### config.mk
export PLATFORM = sky130hd
export DESIGN_NAME = alu_md_flat
export DESIGN_NICKNAME = d
export VERILOG_FILES = /design/src/rtl/alu_md_if.sv /design/src/rtl/alu_md.sv /design/src/flat_wrapper.sv
export SDC_FILE = /design/constraint.sdc
export NUM_CORES = 2
export LEC_CHECK = 0
export BUFFER_PORTS_ARGS = -buffer_cell sky130_fd_sc_hd__buf_2
export CORE_AREA = 2 2 275 277
export CTS_BUF_LIST = sky130_fd_sc_hd__clkbuf_8
export DETAILED_ROUTE_END_ITERATION = 6
export DIE_AREA = 0 0 277 279
export HOLD_SLACK_MARGIN = 0.03
export SLEW_MARGIN = 15
export SYNTH_ARGS = -nofsm -noshare
export SYNTH_HDL_FRONTEND = slang
export SYNTH_SLANG_ARGS = --single-unit
export TNS_END_PERCENT = 30
### constraint.sdc
create_clock -name clk -period 9.2 [get_ports clk]
set_clock_uncertainty 0.1 [all_clocks]
set_input_delay 1.84 -clock clk [delete_from_list [all_inputs] [get_ports clk]]
set_output_delay 1.84 -clock clk [all_outputs]
set_load 0.005 [all_outputs]
### src/rtl/alu_md_if.sv
// rtl/alu_md_if.sv - operand, ALU result and mult/div handshake bundle for alu_md
interface alu_md_if #(parameter int WIDTH = 32);
   logic [WIDTH-1:0] a;
   logic [WIDTH-1:0] b;
   logic [3:0]       op;
   logic             signed_comp;
   logic [WIDTH-1:0] s;
   logic             overflow;
   logic             eq;
   logic             ne;
   logic             lt;
   logic             le;
   logic             gt;
   logic             ge;
   logic             md_start;
   logic [2:0]       md_op;
   logic             busy;
   logic [WIDTH-1:0] hi;
   logic [WIDTH-1:0] lo;

   modport master (
      output a, b, op, signed_comp, md_start, md_op,
      input  s, overflow, eq, ne, lt, le, gt, ge, busy, hi, lo
   );

   modport slave (
      input  a, b, op, signed_comp, md_start, md_op,
      output s, overflow, eq, ne, lt, le, gt, ge, busy, hi, lo
   );
endinterface

### src/rtl/alu_md.sv
// rtl/alu_md.sv - EX-stage combinational ALU plus iterative multiply/divide with HI/LO
module alu_md #(
   parameter int WIDTH = 32
) (
   input logic    clk,
   input logic    reset,
   alu_md_if.slave bus
);
   localparam int SW = $clog2(WIDTH);
   localparam int CW = $clog2(WIDTH + 1);

   typedef enum logic {IDLE, RUN} state_t;

   // ---------------- ALU ----------------
   logic [WIDTH-1:0] add_r;
   logic [WIDTH-1:0] sub_r;
   logic [SW-1:0]    shamt;
   logic             lt_s;
   logic             lt_u;
   logic [WIDTH-1:0] alu_s;
   logic             alu_ovf;

   assign add_r = bus.a + bus.b;
   assign sub_r = bus.a - bus.b;
   assign shamt = bus.b[SW-1:0];
   assign lt_s  = $signed(bus.a) < $signed(bus.b);
   assign lt_u  = bus.a < bus.b;

   // ALU result and ADD/SUB signed overflow
   always_comb begin
      alu_s   = '0;
      alu_ovf = 1'b0;
      case (bus.op)
         4'd0: begin
            alu_s   = add_r;
            alu_ovf = (bus.a[WIDTH-1] == bus.b[WIDTH-1]) && (add_r[WIDTH-1] != bus.a[WIDTH-1]);
         end
         4'd1: begin
            alu_s   = sub_r;
            alu_ovf = (bus.a[WIDTH-1] != bus.b[WIDTH-1]) && (sub_r[WIDTH-1] != bus.a[WIDTH-1]);
         end
         4'd2:    alu_s = bus.a & bus.b;
         4'd3:    alu_s = bus.a | bus.b;
         4'd4:    alu_s = bus.a ^ bus.b;
         4'd5:    alu_s = ~(bus.a | bus.b);
         4'd6:    alu_s = bus.a << shamt;
         4'd7:    alu_s = bus.a >> shamt;
         4'd8:    alu_s = $signed(bus.a) >>> shamt;
         4'd9:    alu_s = {{(WIDTH-1){1'b0}}, lt_s};
         4'd10:   alu_s = {{(WIDTH-1){1'b0}}, lt_u};
         4'd11:   alu_s = bus.b << (WIDTH / 2);
         default: alu_s = '0;
      endcase
   end

   assign bus.s        = alu_s;
   assign bus.overflow = alu_ovf;
   assign bus.eq       = (bus.a == bus.b);
   assign bus.ne       = (bus.a != bus.b);
   assign bus.lt       = bus.signed_comp ? lt_s : lt_u;
   assign bus.le       = bus.lt | bus.eq;
   assign bus.gt       = ~bus.le;
   assign bus.ge       = ~bus.lt;

   // ---------------- multiply/divide engine ----------------
   // acc holds {partial product} for multiply, {remainder, quotient} for divide
   state_t             state;
   logic               busy_q;
   logic [CW-1:0]      cnt;
   logic               is_div;
   logic               neg_res;
   logic               neg_rem;
   logic               b_zero;
   logic [WIDTH-1:0]   mag_b;
   logic [WIDTH-1:0]   a_raw;
   logic [2*WIDTH-1:0] acc;
   logic [2*WIDTH-1:0] hilo_q;

   logic               signed_op;
   logic               a_neg;
   logic               b_neg;
   logic [WIDTH-1:0]   mag_a_in;
   logic [WIDTH-1:0]   mag_b_in;

   assign signed_op = (bus.md_op == 3'd0) || (bus.md_op == 3'd2);
   assign a_neg     = signed_op & bus.a[WIDTH-1];
   assign b_neg     = signed_op & bus.b[WIDTH-1];
   assign mag_a_in  = a_neg ? -bus.a : bus.a;
   assign mag_b_in  = b_neg ? -bus.b : bus.b;

   logic [WIDTH:0]     add_step;
   logic [WIDTH:0]     shifted;
   logic [WIDTH:0]     diff;
   logic [2*WIDTH-1:0] acc_next;
   logic [2*WIDTH-1:0] prod_f;
   logic [WIDTH-1:0]   quo_f;
   logic [WIDTH-1:0]   rem_f;

   // one shift-add or one restoring-divide step, plus sign fix-up of the final step
   always_comb begin
      add_step = {1'b0, acc[2*WIDTH-1:WIDTH]} + (acc[0] ? {1'b0, mag_b} : '0);
      shifted  = acc[2*WIDTH-1:WIDTH-1];
      diff     = shifted - {1'b0, mag_b};
      if (is_div) begin
         acc_next = diff[WIDTH] ? {shifted[WIDTH-1:0], acc[WIDTH-2:0], 1'b0}
                                : {diff[WIDTH-1:0], acc[WIDTH-2:0], 1'b1};
      end else begin
         acc_next = {add_step, acc[WIDTH-1:1]};
      end
      prod_f = neg_res ? -acc_next : acc_next;
      quo_f  = neg_res ? -acc_next[WIDTH-1:0] : acc_next[WIDTH-1:0];
      rem_f  = neg_rem ? -acc_next[2*WIDTH-1:WIDTH] : acc_next[2*WIDTH-1:WIDTH];
   end

   // engine FSM: latch operands on start, iterate WIDTH times, write HI/LO on the last step
   always_ff @(posedge clk or posedge reset) begin
      if (reset) begin
         state   <= IDLE;
         busy_q  <= 1'b0;
         cnt     <= '0;
         is_div  <= 1'b0;
         neg_res <= 1'b0;
         neg_rem <= 1'b0;
         b_zero  <= 1'b0;
         mag_b   <= '0;
         a_raw   <= '0;
         acc     <= '0;
         hilo_q  <= '0;
      end else begin
         case (state)
            IDLE: begin
               if (bus.md_start) begin
                  case (bus.md_op)
                     3'd0, 3'd1, 3'd2, 3'd3: begin
                        state   <= RUN;
                        busy_q  <= 1'b1;
                        cnt     <= '0;
                        is_div  <= bus.md_op[1];
                        neg_res <= a_neg ^ b_neg;
                        neg_rem <= a_neg;
                        b_zero  <= (bus.b == '0);
                        mag_b   <= mag_b_in;
                        a_raw   <= bus.a;
                        acc     <= {{WIDTH{1'b0}}, mag_a_in};
                     end
                     3'd4:    hilo_q[2*WIDTH-1:WIDTH] <= bus.a;
                     3'd5:    hilo_q[WIDTH-1:0]       <= bus.a;
                     default: ;
                  endcase
               end
            end
            RUN: begin
               acc <= acc_next;
               cnt <= cnt + 1'b1;
               if (cnt == CW'(WIDTH - 1)) begin
                  state  <= IDLE;
                  busy_q <= 1'b0;
                  if (!is_div)    hilo_q <= prod_f;
                  else if (b_zero) hilo_q <= {a_raw, {WIDTH{1'b1}}};
                  else            hilo_q <= {rem_f, quo_f};
               end
            end
            default: state <= IDLE;
         endcase
      end
   end

   assign bus.busy = busy_q;
   assign bus.hi   = hilo_q[2*WIDTH-1:WIDTH];
   assign bus.lo   = hilo_q[WIDTH-1:0];
endmodule

### src/flat_wrapper.sv
// flat-port wrapper written by rule: the top's interface ports become plain ports
module alu_md_flat 
#(
   parameter int WIDTH = 32
)
  (clk, reset, bus_a, bus_b, bus_op, bus_signed_comp, bus_md_start, bus_md_op, bus_s, bus_overflow, bus_eq, bus_ne, bus_lt, bus_le, bus_gt, bus_ge, bus_busy, bus_hi, bus_lo);
  alu_md_if #(.WIDTH(WIDTH)) bus_i ();
  input logic clk;
  input logic reset;
  input wire logic [$bits(bus_i.a)-1:0] bus_a;
  input wire logic [$bits(bus_i.b)-1:0] bus_b;
  input wire logic [$bits(bus_i.op)-1:0] bus_op;
  input wire logic [$bits(bus_i.signed_comp)-1:0] bus_signed_comp;
  input wire logic [$bits(bus_i.md_start)-1:0] bus_md_start;
  input wire logic [$bits(bus_i.md_op)-1:0] bus_md_op;
  output wire logic [$bits(bus_i.s)-1:0] bus_s;
  output wire logic [$bits(bus_i.overflow)-1:0] bus_overflow;
  output wire logic [$bits(bus_i.eq)-1:0] bus_eq;
  output wire logic [$bits(bus_i.ne)-1:0] bus_ne;
  output wire logic [$bits(bus_i.lt)-1:0] bus_lt;
  output wire logic [$bits(bus_i.le)-1:0] bus_le;
  output wire logic [$bits(bus_i.gt)-1:0] bus_gt;
  output wire logic [$bits(bus_i.ge)-1:0] bus_ge;
  output wire logic [$bits(bus_i.busy)-1:0] bus_busy;
  output wire logic [$bits(bus_i.hi)-1:0] bus_hi;
  output wire logic [$bits(bus_i.lo)-1:0] bus_lo;
  assign bus_i.a = bus_a;
  assign bus_i.b = bus_b;
  assign bus_i.op = bus_op;
  assign bus_i.signed_comp = bus_signed_comp;
  assign bus_i.md_start = bus_md_start;
  assign bus_i.md_op = bus_md_op;
  assign bus_s = bus_i.s;
  assign bus_overflow = bus_i.overflow;
  assign bus_eq = bus_i.eq;
  assign bus_ne = bus_i.ne;
  assign bus_lt = bus_i.lt;
  assign bus_le = bus_i.le;
  assign bus_gt = bus_i.gt;
  assign bus_ge = bus_i.ge;
  assign bus_busy = bus_i.busy;
  assign bus_hi = bus_i.hi;
  assign bus_lo = bus_i.lo;
  alu_md #(.WIDTH(WIDTH)) u_core (.clk(clk), .reset(reset), .bus(bus_i));
endmodule
==> metrics.txt <==
status completed; Worst-Skew Late Latency 590 ps; cell mode on critical path a21oi_1; area grow syn2layout 9.86%; Crit Path Max Fanout 10; Syn Inst Count 3,619; Die ar. 77,300 um2; critical path's top delay family compound AO/OA/AOI/OAI gates; Min Clock Period, post-route 8100 ps; crit-path max cell delay 880 ps; sequential share of the synthesized area 19.7%; clk slew on worst S/H paths 60 ps; CTS tree done; P_leak 12.0 nW; CTS Sinks 204; syn nets 3,864; drt first-iter violations 3,651; Initial Utilization 34.9%; Max Slew Vio Count 0; worst slew pin tran 1200 ps; Placer Congestion 1.05; port buffer count 178; root buffer cell clkbuf_8; overall routing resource usage 30.0%; CTS Buf Count 38; max-cap violations 0; die width 277 um; EDFF count, synth 0; Fin Hold WS 376 ps; 1st-pass router iterations 7; final setup vio count 0; unrepaired setup endpoints after global routing no; Synth Cell Area 25,900 um2; number of H-tree levels 2; worst rel slew slack 19.8%; Crit Path Class in2out; dpl ws 1260 ps; post-CTS setup buffers 0; top-area cell type share of the netlist area 19.7%; vias per std cell 6.32; core area 74,100 um2; fin area 28,400 um2; setup TNS 0 ps; vias in the first global route 26,800; proportion of layout cells with a drive suffix above 1 11.2%; Fillers 7,863; CP cell instances buf_2 -> inv_1 -> ha_1 -> inv_1 -> a21oi_1 -> nor2_1 -> or2_2 -> a21oi_1 -> o22ai_1 -> a21oi_1 -> o21ai_0 -> o41ai_1 -> o21bai_1 -> a21oi_1 -> o22ai_1 -> a2111o_1 -> buf_2; Hold Buf Count CTS 0; via count 29,300; Non-Filler Instances 4,639; I/O pins 179; Worst Setup End Kind output pin; yosys warns 0; syn_area_per_cell 7.15 um2; FFs w/ async S/R, synth 100%; Main synth FF type dfrtp_1; row count 100; WP data arrival 6160 ps; VDD IR max 0.000167 V; Final Net Count 3,882; final wirelength 121,000 um; hpwl dp 92,700 um; post-route ant nets 0; Buf+Inv Stages, Crit Path 4; maximum clock frequency 123 MHz; slowest CP cell o41ai_1; Die Ht 279 um; Fin. Hold Viols 0; pwr dens 365 nW/um2; register bit total from synthesis 204; post_cts resized 0; Clock Tree Buf Depth 3; Yosys top cell by area dfrtp_1; post-placement cell area 27,600 um2; placed cell count 4,566; first-pass GRT wire length 178,000 um; wire per inst 26.1 um; total grt overflow 0; worst setup margin 1100 ps; Hold/Removal Path Class reg2reg; CP Data Required Time 7260 ps; top post-synthesis cells by area dfrtp_1 20%, o21ai_0 8.1%, ha_1 8.0%; Cell variety after synth 102; largest net degree at the start of global routing 107; fin crit share 88.1%; type of origin of the critical path input port; initial antenna violation count 7; DRC Markers 0
## final timing paths
path / from / to / slack (ps) / cells past startpoint
max: bus_a[8] / bus_s[27] / 1100 / 17
min: u_core.hilo_q[15] / u_core.hilo_q[15] / 380 / 2
max reg2reg: u_core.acc[31] / u_core.hilo_q[52] / 2480 / 27
min reg2reg: u_core.hilo_q[15] / u_core.hilo_q[15] / 380 / 2
max in group asynchronous: reset / u_core.is_div / 6230 / 3
min in group asynchronous: reset / u_core.acc[59] / 1220 / 2
## sequential cells by signal, indices dropped and copies added (netlist names)
| name | cells |
|---|---|
| u_core.acc | 64 |
| u_core.bus.busy | 1 |
| u_core.a_raw | 32 |
| u_core.b_zero | 1 |
| u_core.state | 1 |
| u_core.mag_b | 32 |
| u_core.neg_res | 1 |
| u_core.neg_rem | 1 |
| u_core.hilo_q | 64 |
| u_core.cnt | 6 |
| u_core.is_div | 1 |
## layout by cell type (no fill, tap or decap), types with 14 or more instances in the layout
| master | synthesis | layout |
|---|---|---|
| o211ai_1 | 62 | 62 |
| nand2_1 | 413 | 413 |
| o41ai_1 | 17 | 17 |
| clkbuf_8 | 0 | 44 |
| a211oi_1 | 30 | 30 |
| o21a_1 | 18 | 18 |
| a211o_1 | 15 | 15 |
| and2_1 | 50 | 50 |
| o21ai_0 | 421 | 421 |
| nor2_1 | 349 | 345 |
| buf_2 | 11 | 178 |
| or3_1 | 29 | 29 |
| ha_1 | 166 | 166 |
| nand2b_1 | 32 | 32 |
| nand3_1 | 69 | 68 |
| o31ai_1 | 47 | 47 |
| dfrtp_1 | 204 | 202 |
| xor2_1 | 59 | 59 |
| a21o_1 | 48 | 48 |
| a21oi_1 | 272 | 271 |
| inv_1 | 167 | 170 |
| o221ai_1 | 18 | 18 |
| o22ai_1 | 59 | 59 |
| nor3_1 | 81 | 76 |
| mux2i_1 | 101 | 101 |
| xnor2_1 | 119 | 119 |
| a31oi_1 | 51 | 50 |
| a22o_1 | 30 | 30 |
| o21bai_1 | 25 | 25 |
| mux4_2 | 15 | 15 |
| nor4_1 | 26 | 25 |
| buf_4 | 1 | 72 |
| a41oi_1 | 14 | 14 |
| a221oi_1 | 32 | 32 |
| nand4_1 | 42 | 42 |
## per-layer routing
metal | track usage, % | routed length, um | vias up | part of all wire [%]
li1 | - | - | 13300 | -
met1 | 40.6 | 49600 | 13900 | 41
met2 | 45.9 | 52000 | 1744 | 43
met3 | 5.27 | 12400 | 315 | 10
met4 | 15.4 | 6900 | 8 | 5.7
met5 | 0 | 47 | - | 0.039
## worst register-to-register path: cells and delay by family (launching register included)
kind	cells	cell delay [ps]
AO/OA/AOI/OAI	7	1630
adder cells (fa/ha/maj)	3	910
buffers and inverters	5	810
flip-flops	1	390
multiplexers	1	240
AND/OR/NAND/NOR	11	2560
## area by class of cell
type                            count  area (um2)  share of cell area, %
Inverter                          172         653                   2.30
Multi-Input combinational cell   2971       19200                   67.5
Timing Repair Buffer              250        1430                   5.04
Sequential cell                   204        5110                   18.0
Tap cell                          969        1210                   4.27
Antenna cell                        5        12.5                 0.0440
Clock buffer                       44         606                   2.13
Clock inverter                     24         211                  0.744
## cells in the mapped netlist, types with 69 or more instances
library cell and count:
inv_1 167, mux2i_1 101, xnor2_1 119, nand3_1 69, ha_1 166, nor3_1 81, a21oi_1 272, nand2_1 413
o21ai_0 421, dfrtp_1 204, nor2_1 349, clkbuf_1 220
## power breakdown
part | leakage (nW) | internal, W | switching, W | total, W
sequential | 2.48 | 0.00134 | 0.000585 | 0.00192
clock | 0.451 | 0.000530 | 0.000457 | 0.000987
combinational | 9.07 | 0.00272 | 0.00474 | 0.00746
total | 12.0 | 0.00459 | 0.00578 | 0.0104
## cell families after synthesis
| logic type | synth area share [%] |
|---|---|
| AO/OA/AOI/OAI | 32.6 |
| XOR/XNOR | 6.03 |
| adder cells (fa/ha/maj) | 8.34 |
| buffers and inverters | 6.54 |
| flip-flops | 19.7 |
| multiplexers | 5.82 |
| AND/OR/NAND/NOR | 21.0 |
## metrics by stage
| stage | total power, W | util [%] |
|---|---|---|
| finish | 0.0104 | 38.4 |
| global route | 0.0111 | 38.4 |
| CTS | 0.0102 | 38.4 |
| detailed placement | 0.00915 | 37.3 |
| global placement | 0.00914 | 37.3 |
| floorplan | 0.00689 | - |
(Power assumes the default switching activity.)
